--- src/rtl/glb_g2f_strm_fifo_if.sv ---
// GLB-to-fabric stream handshake bundle: GLB-side word/valid/ready/ctrl plus the fabric side.
// master = GLB/fabric environment, slave = the elastic buffer.
interface glb_g2f_strm_fifo_if #(
  parameter int DATA_WIDTH = 16
);
  logic [DATA_WIDTH-1:0] in_data;
  logic                  in_vld;
  logic                  in_rdy;
  logic                  in_ctrl;
  logic [DATA_WIDTH-1:0] out_data;
  logic                  out_vld;
  logic                  out_rdy;
  logic                  out_ctrl;

  modport master (
    output in_data, in_vld, in_ctrl, out_rdy,
    input  in_rdy, out_data, out_vld, out_ctrl
  );

  modport slave (
    input  in_data, in_vld, in_ctrl, out_rdy,
    output in_rdy, out_data, out_vld, out_ctrl
  );
endinterface

--- src/rtl/glb_g2f_strm_fifo.sv ---
// Elastic g2f stream buffer: registered-ready FWFT FIFO with flush on in_ctrl and delayed ctrl.
// Optional backpressure counter built only when GLB_STRM_FIFO_STATS_EN is defined.
module glb_g2f_strm_fifo #(
  parameter  int DATA_WIDTH = 16,
  parameter  int DEPTH      = 4,
  localparam int CNT_WIDTH  = $clog2(DEPTH + 1)
) (
  input  logic                 clk,
  input  logic                 reset,
  input  logic                 stall,
  glb_g2f_strm_fifo_if.slave   bus,
  output logic [CNT_WIDTH-1:0] count,
  output logic [31:0]          stat_bp_cnt
);
  localparam int PTR_W = (DEPTH > 1) ? $clog2(DEPTH) : 1;

  logic [DATA_WIDTH-1:0] r_mem [DEPTH];
  logic [PTR_W-1:0]      r_wr_ptr, r_rd_ptr;
  logic [CNT_WIDTH-1:0]  r_count;
  logic                  r_ctrl;
  logic                  w_full, w_empty, w_push, w_pop;

  assign w_full       = (r_count == CNT_WIDTH'(DEPTH));
  assign w_empty      = (r_count == '0);
  assign bus.in_rdy   = !w_full && !stall;
  assign bus.out_vld  = !w_empty && !stall;
  assign bus.out_data = r_mem[r_rd_ptr];
  assign bus.out_ctrl = r_ctrl;
  assign count        = r_count;

  // Flush wins over both transfers, so the word offered in the flush cycle is dropped.
  assign w_push = bus.in_vld && bus.in_rdy && !bus.in_ctrl;
  assign w_pop  = bus.out_vld && bus.out_rdy && !bus.in_ctrl;

  always_ff @(posedge clk) begin
    if (reset || bus.in_ctrl) begin
      r_wr_ptr <= '0;
      r_rd_ptr <= '0;
      r_count  <= '0;
    end else begin
      if (w_push) r_wr_ptr <= r_wr_ptr + PTR_W'(1);
      if (w_pop)  r_rd_ptr <= r_rd_ptr + PTR_W'(1);
      if (w_push && !w_pop)      r_count <= r_count + CNT_WIDTH'(1);
      else if (!w_push && w_pop) r_count <= r_count - CNT_WIDTH'(1);
    end
  end

  always_ff @(posedge clk) begin
    if (reset) r_ctrl <= 1'b0;
    else       r_ctrl <= bus.in_ctrl;
  end

  // Storage carries no reset; only the pointers define what is valid.
  always_ff @(posedge clk) begin
    if (w_push && !reset) r_mem[r_wr_ptr] <= bus.in_data;
  end

`ifdef GLB_STRM_FIFO_STATS_EN
  logic [31:0] r_bp_cnt;

  always_ff @(posedge clk) begin
    if (reset)
      r_bp_cnt <= '0;
    else if (bus.in_vld && !bus.in_rdy && !stall && (r_bp_cnt != '1))
      r_bp_cnt <= r_bp_cnt + 32'd1;
  end

  assign stat_bp_cnt = r_bp_cnt;
`else
  assign stat_bp_cnt = '0;
`endif
endmodule

--- src/flat_wrapper.sv ---
// flat-port wrapper written by rule: the top's interface ports become plain ports
module glb_g2f_strm_fifo_flat 
#(
  parameter  int DATA_WIDTH = 16,
  parameter  int DEPTH      = 4,
  localparam int CNT_WIDTH  = $clog2(DEPTH + 1)
)
  (clk, reset, stall, count, stat_bp_cnt, bus_in_data, bus_in_vld, bus_in_ctrl, bus_out_rdy, bus_in_rdy, bus_out_data, bus_out_vld, bus_out_ctrl);
  glb_g2f_strm_fifo_if #(.DATA_WIDTH(DATA_WIDTH)) bus_i ();
  input  logic clk;
  input  logic reset;
  input  logic stall;
  output logic [CNT_WIDTH-1:0] count;
  output logic [31:0] stat_bp_cnt;
  input wire logic [$bits(bus_i.in_data)-1:0] bus_in_data;
  input wire logic [$bits(bus_i.in_vld)-1:0] bus_in_vld;
  input wire logic [$bits(bus_i.in_ctrl)-1:0] bus_in_ctrl;
  input wire logic [$bits(bus_i.out_rdy)-1:0] bus_out_rdy;
  output wire logic [$bits(bus_i.in_rdy)-1:0] bus_in_rdy;
  output wire logic [$bits(bus_i.out_data)-1:0] bus_out_data;
  output wire logic [$bits(bus_i.out_vld)-1:0] bus_out_vld;
  output wire logic [$bits(bus_i.out_ctrl)-1:0] bus_out_ctrl;
  assign bus_i.in_data = bus_in_data;
  assign bus_i.in_vld = bus_in_vld;
  assign bus_i.in_ctrl = bus_in_ctrl;
  assign bus_i.out_rdy = bus_out_rdy;
  assign bus_in_rdy = bus_i.in_rdy;
  assign bus_out_data = bus_i.out_data;
  assign bus_out_vld = bus_i.out_vld;
  assign bus_out_ctrl = bus_i.out_ctrl;
  glb_g2f_strm_fifo #(.DATA_WIDTH(DATA_WIDTH), .DEPTH(DEPTH)) u_core (.clk(clk), .reset(reset), .stall(stall), .bus(bus_i), .count(count), .stat_bp_cnt(stat_bp_cnt));
endmodule
--- config.mk ---
export PLATFORM = sky130hd
export DESIGN_NAME = glb_g2f_strm_fifo_flat
export DESIGN_NICKNAME = d
export VERILOG_FILES = /design/src/rtl/glb_g2f_strm_fifo_if.sv /design/src/rtl/glb_g2f_strm_fifo.sv /design/src/flat_wrapper.sv
export SDC_FILE = /design/constraint.sdc
export NUM_CORES = 1
export LEC_CHECK = 0
export CAP_MARGIN = 20
export CORE_ASPECT_RATIO = 1.4
export CORE_MARGIN = 8
export CORE_UTILIZATION = 49
export DETAILED_ROUTE_END_ITERATION = 8
export PLACE_DENSITY = 0.86
export SYNTH_ARGS = -nofsm -noshare
export SYNTH_HDL_FRONTEND = slang
export SYNTH_SLANG_ARGS = --single-unit
--- constraint.sdc ---
create_clock -name clk -period 3.5 [get_ports clk]
set_clock_uncertainty 0.2 [all_clocks]
set_input_delay 0.7 -clock clk [delete_from_list [all_inputs] [get_ports clk]]
set_output_delay 0.7 -clock clk [all_outputs]
set_load 0.005 [all_outputs]
==> reports/qor.yml, run 1 <==
first_pass_iters: 4
clock-sinks: 74
grt_pass1_wl_um: 7955
antenna_found_initial: 0
slew_viol_final: 0
worstPathMaxFanout: 16
ctsHoldBuffers: 0
num_antenna_cells: 0
power.total_w: 0.001724
ctsResizeCount: 0
setup_viol: 0
areaGrowthSynthToFinish_pct: 21.46
grtUsageTotal_pct: 11.35
htreeDepth: 3
drtIter0Drc: 48
drt-total-wl_um: 5063
power_density_mw_per_mm2: 460.2
drive_above_1_share_pct: 20.43
status: "complete, no violations"
ir_drop_v: 0.0002775
timing.final.crit_share_pct: 82.16
final_core_util_pct: 60.73
drcViolationCount: 0
cap_violations: 0
hold_viol: 0
synth_ff_type: "edfxtp_1"
synth-seq-cells: 74
die_y_um: 109.9
hold-worst-slack_ns: 0.3114
cp-start-kind: "flip-flop"
synthArstFlopShare_pct: 0
row_count: 34
fmax_mhz: 347.7
vias: 1528
clockBufferDepth: 2
io-pin-count: 76
cp-end-kind: "output pin"
numPortBuffers: 43
nets: 259
initial_utilization_pct: 50.00
required_ns: 2.60
cts_tree: "yes"
syn_inst: 174
fillers: 476
hp-class: "flip-flop to flip-flop"
synth_warnings: 0
clock_latency_ns: 0.33
r2r-end: "u_core.count[2]"
worst-setup-path-type: "flip-flop to output pin"
rsz0062_at_grt: "no"
timing.final.crit_period_ns: 2.876
reg2reg_depth: 8
reg2reg_from: "u_core.count[0]"
dp_hpwl_um: 3525
ys_types: 30
syn_area_per_cell_um2: 17.73
synth_edf_count: 64
clk_pin_slew_worst_paths_ns: 0.07
post_cts_buffers: 0
routabilityCongestion: 0.6733
worstPathArrival_ns: 1.98
vias_per_cell: 4.977
grt_max_degree: 17
grt_pass1_vias: 1643
cts_buffers: 9
fp.dieArea_mm2: 0.009125
cts_root_buffer: "clkbuf_8"
core_mm2: 0.006168
die_w_um: 83.05
power.leakage_nw: 1.296
rrSetupSlack_ns: 0.99
postRouteAntennaNets: 0
overflow: 0
fin_setup_tns_ns: 0
wl_per_cell_um: 16.49
seq_area_frac_synth_pct: 68.80
syn_area_mm2: 0.003084
worstSetupEndpoint: "bus_out_data[6]"
[power by group]
group          switching, W   total, W  internal, W
Combinational     0.0000393  0.0000832    0.0000440
Sequential       0.00000274   0.000965     0.000963
Clock              0.000282   0.000676     0.000393
Total              0.000324    0.00172      0.00140
[registers in the layout (all words and copies together), names as in the netlist, named ones only]
name,count
u_core.count,3
u_core.r_mem,64
u_core.r_wr_ptr,2
u_core.bus.out_ctrl,1
u_core.r_rd_ptr,2
[Yosys cell counts (all sizes together) (3+ instances only)]
cell | instances | area (µm²)
o21ai | 3 | 15.01
ha | 5 | 62.56
nor3b | 4 | 30.03
nor2 | 7 | 26.28
buf | 35 | 257.8
dfxtp | 10 | 200.2
nand2 | 3 | 11.26
edfxtp | 64 | 1922
mux4 | 16 | 360.4
inv | 5 | 18.77
[worst min path at each step]
stage,startpoint,end,slack (ns),depth (start not counted)
floorplan,u_core.r_wr_ptr[1],u_core.r_wr_ptr[1],0.27,2
global placement,u_core.r_wr_ptr[1],u_core.r_wr_ptr[1],0.29,2
detailed placement,u_core.r_wr_ptr[1],u_core.r_wr_ptr[1],0.31,2
CTS,u_core.r_wr_ptr[1],u_core.r_wr_ptr[1],0.32,2
global route,u_core.r_wr_ptr[1],u_core.r_wr_ptr[1],0.35,2
finish,u_core.r_wr_ptr[1],u_core.r_wr_ptr[1],0.31,2
[layout make-up]
| cell class | instances | area (µm²) | area share (%) |
|---|---|---|---|
| well taps | 72 | 90.09 | 2.405 |
| inverters | 5 | 18.77 | 0.5010 |
| multi-input cells | 90 | 818.3 | 21.84 |
| flip-flops and latches | 74 | 2122 | 56.65 |
| repair buffers | 51 | 490.5 | 13.09 |
| clock buffers | 9 | 123.9 | 3.307 |
| clock inverters | 6 | 82.58 | 2.204 |
[logic make-up (layout without fill, tap and decap cells)]
group,after synthesis,after routing,synth area share [%]
adder cells (fa/ha/maj),6,6,2.678
flip-flops,74,74,68.80
multiplexers,19,19,12.70
AND/OR/NAND/NOR,24,24,4.625
AO/OA/AOI/OAI,7,7,1.420
other,1,32,0.1216
XOR/XNOR,2,2,0.5681
buffers and inverters,41,71,9.087
[critical path, cell delays in order, from the launching register on]
cell and delay, ns:
dfxtp_1 0.31, buf_4 0.30, mux4_2 0.56, clkdlybuf4s50_1 0.47
[cells in the final DEF, fill, tap and decap left out, types with 2 or more instances in the layout]
| master | instances |
|---|---|
| mux4_2 | 16 |
| edfxtp_1 | 64 |
| buf_4 | 8 |
| nand2_1 | 3 |
| or3_1 | 2 |
| clkbuf_8 | 9 |
| o21ai_0 | 2 |
| dfxtp_1 | 10 |
| bufinv_16 | 2 |
| nor3b_2 | 4 |
| nor2_1 | 7 |
| conb_1 | 32 |
| clkinv_2 | 3 |
| mux2i_1 | 2 |
| clkdlybuf4s50_1 | 43 |
| xor2_1 | 2 |
| inv_1 | 5 |
| ha_1 | 5 |
| nor2b_1 | 2 |
[per-stage QoR]
stage          instances  setup slack, ns  cell area (µm²)
2_1_floorplan        205           0.6289             3201
3_3_place_gp         292           0.4465             3540
3_5_place_dp         292           0.3336             3540
4_1_cts              307           0.5551             3746
5_1_grt              307           0.4938             3746
6_report             307           0.6243             3746
[layer usage]
| layer | track usage [%] | routed length, µm |
|---|---|---|
| met1 | 11.46 | 1888 |
| met5 | 0 | 0 |
| met3 | 5.930 | 359 |
| met2 | 19.33 | 2753 |
| met4 | 4.912 | 61 |
Power figures use the tool's default switching activity.
==> inputs of run 2 (changes only) <==
- clock period: 3.5 -> 2.7 ns (I/O delays scaled with it)
==> reports/qor.yml, run 2 (synthesis gave the netlist of run 1 again) <==
grt_max_degree: 17
drcViolationCount: 0
clockBufferDepth: 2
cts_tree: "yes"
power.leakage_nw: 1.325
num_antenna_cells: 0
drive_above_1_share_pct: 23.58
drt-total-wl_um: 5175
fin_setup_tns_ns: 0
layoutNonFillerInstCount: 318
row_count: 34
place_ws_ns: -0.1715
wl_per_cell_um: 16.27
status: "complete, no violations"
fmax_mhz: 383.3
drtIter0Drc: 91
largest_reg_flops: 64
fp.dieArea_mm2: 0.009125
grt_pass1_vias: 1663
clk_pin_slew_worst_paths_ns: 0.07
ctsHoldBuffers: 0
timing.final.crit_period_ns: 2.609
rsz0062_at_grt: "no"
die_y_um: 109.9
worstPathMaxFanout: 10
die_w_um: 83.05
grtUsageTotal_pct: 11.81
antenna_found_initial: 0
areaGrowthSynthToFinish_pct: 22.88
vias_per_cell: 4.818
cts_buffers: 9
htreeDepth: 3
cts_root_buffer: "clkbuf_8"
slew_viol_final: 0
clock_latency_ns: 0.33
mostFrequentLayoutCell: "edfxtp_1"
overflow: 0
hold_viol: 0
core_mm2: 0.006168
first_pass_iters: 4
numPortBuffers: 43
power_density_mw_per_mm2: 547.9
routabilityCongestion: 0.6855
worst-setup-path-type: "flip-flop to output pin"
hp-class: "flip-flop to flip-flop"
power.total_w: 0.002076
setup_viol: 0
required_ns: 1.96
hold-worst-slack_ns: 0.3089
initial_utilization_pct: 50.00
vias: 1532
fin_ws_ns: 0.09125
final_cell_mix: "64 x edfxtp_1, 43 x clkdlybuf4s50_1, 32 x conb_1"
worstPathArrival_ns: 1.87
cp-end-kind: "output pin"
cp-start-kind: "flip-flop"
grt_pass1_wl_um: 8307
regMostFlops: "u_core.r_mem"
clock-sinks: 74
io-pin-count: 76
place_inst: 302
dp_hpwl_um: 3770
cap_violations: 0
ir_drop_v: 0.0003289
postRouteAntennaNets: 0
timing.final.crit_share_pct: 96.62
nets: 269
run 2: cell types whose count changed in the layout (fill, tap and decap cells not counted):
cell / before / now
buf_4: 8 / 16
bufinv_16: 2 / 0
clkbuf_1: 0 / 2
buf_6: 0 / 1
buf_8: 0 / 1
clkinv_4: 0 / 1
dfxtp_1: 10 / 9
dfxtp_2: 0 / 1
run 2: worst paths after layout:
check                                           to  slack (ns)  cells after the start               start
worst min register to register  u_core.r_wr_ptr[1]        0.31                      2  u_core.r_wr_ptr[1]
worst max-delay path              bus_out_data[15]        0.09                      3           flip-flop
worst min-delay path            u_core.r_wr_ptr[1]        0.31                      2  u_core.r_wr_ptr[1]
worst max register to register     u_core.count[2]        0.26                      8     u_core.count[0]
run 2: report_power, final:
part	leakage (nW)	internal, W	switching [W]	total (W)
Combinational	0.584	0.0000621	0.0000517	0.000114
Clock	0.0831	0.000331	0.000381	0.000711
Sequential	0.658	0.00125	0.00000372	0.00125
Total	1.33	0.00164	0.000436	0.00208
run 2: layer usage:
layer	part of all wire [%]	track usage, %
met5	0	0
met4	1.6	5.793
met3	5.8	4.522
met2	54	20.33
met1	39	12.54
run 2: stage by stage:
stage	utilization, %	area (µm²)
final	61.44	3790
after global routing	61.44	3790
after CTS	61.30	3781
after detailed placement	58.60	3615
after global placement	58.60	3615
after floorplan	-	3201
run 2: what timing repair did:
item                                    4_1_cts  5_1_grt
endpoints found under the setup margin       10       14
buffers inserted                              0        0
cloned                                        0        0
resized for setup                             1        3
run 2: area by class of cell:
cell class / count / area (µm²)
Clock buffer: 11 / 131.4
Tap cell: 72 / 90.09
Clock inverter: 5 / 31.28
Fill cell: 471 / 2379
Timing Repair Buffer: 61 / 576.8
Multi-Input combinational cell: 90 / 818.3
Sequential cell: 74 / 2123
Inverter: 5 / 18.77
run 2: worst max-delay path, stage by stage (launching register included):
cell and delay, ns:
dfxtp_2 0.37, buf_8 0.17, mux4_2 0.53, clkdlybuf4s50_1 0.46
==> inputs of run 3 (changes only) <==
- CTS_CLUSTER_SIZE: default -> 16
==> results of run 3 <==
No change in the layout: final DEF, timing and power equal those of run 2.
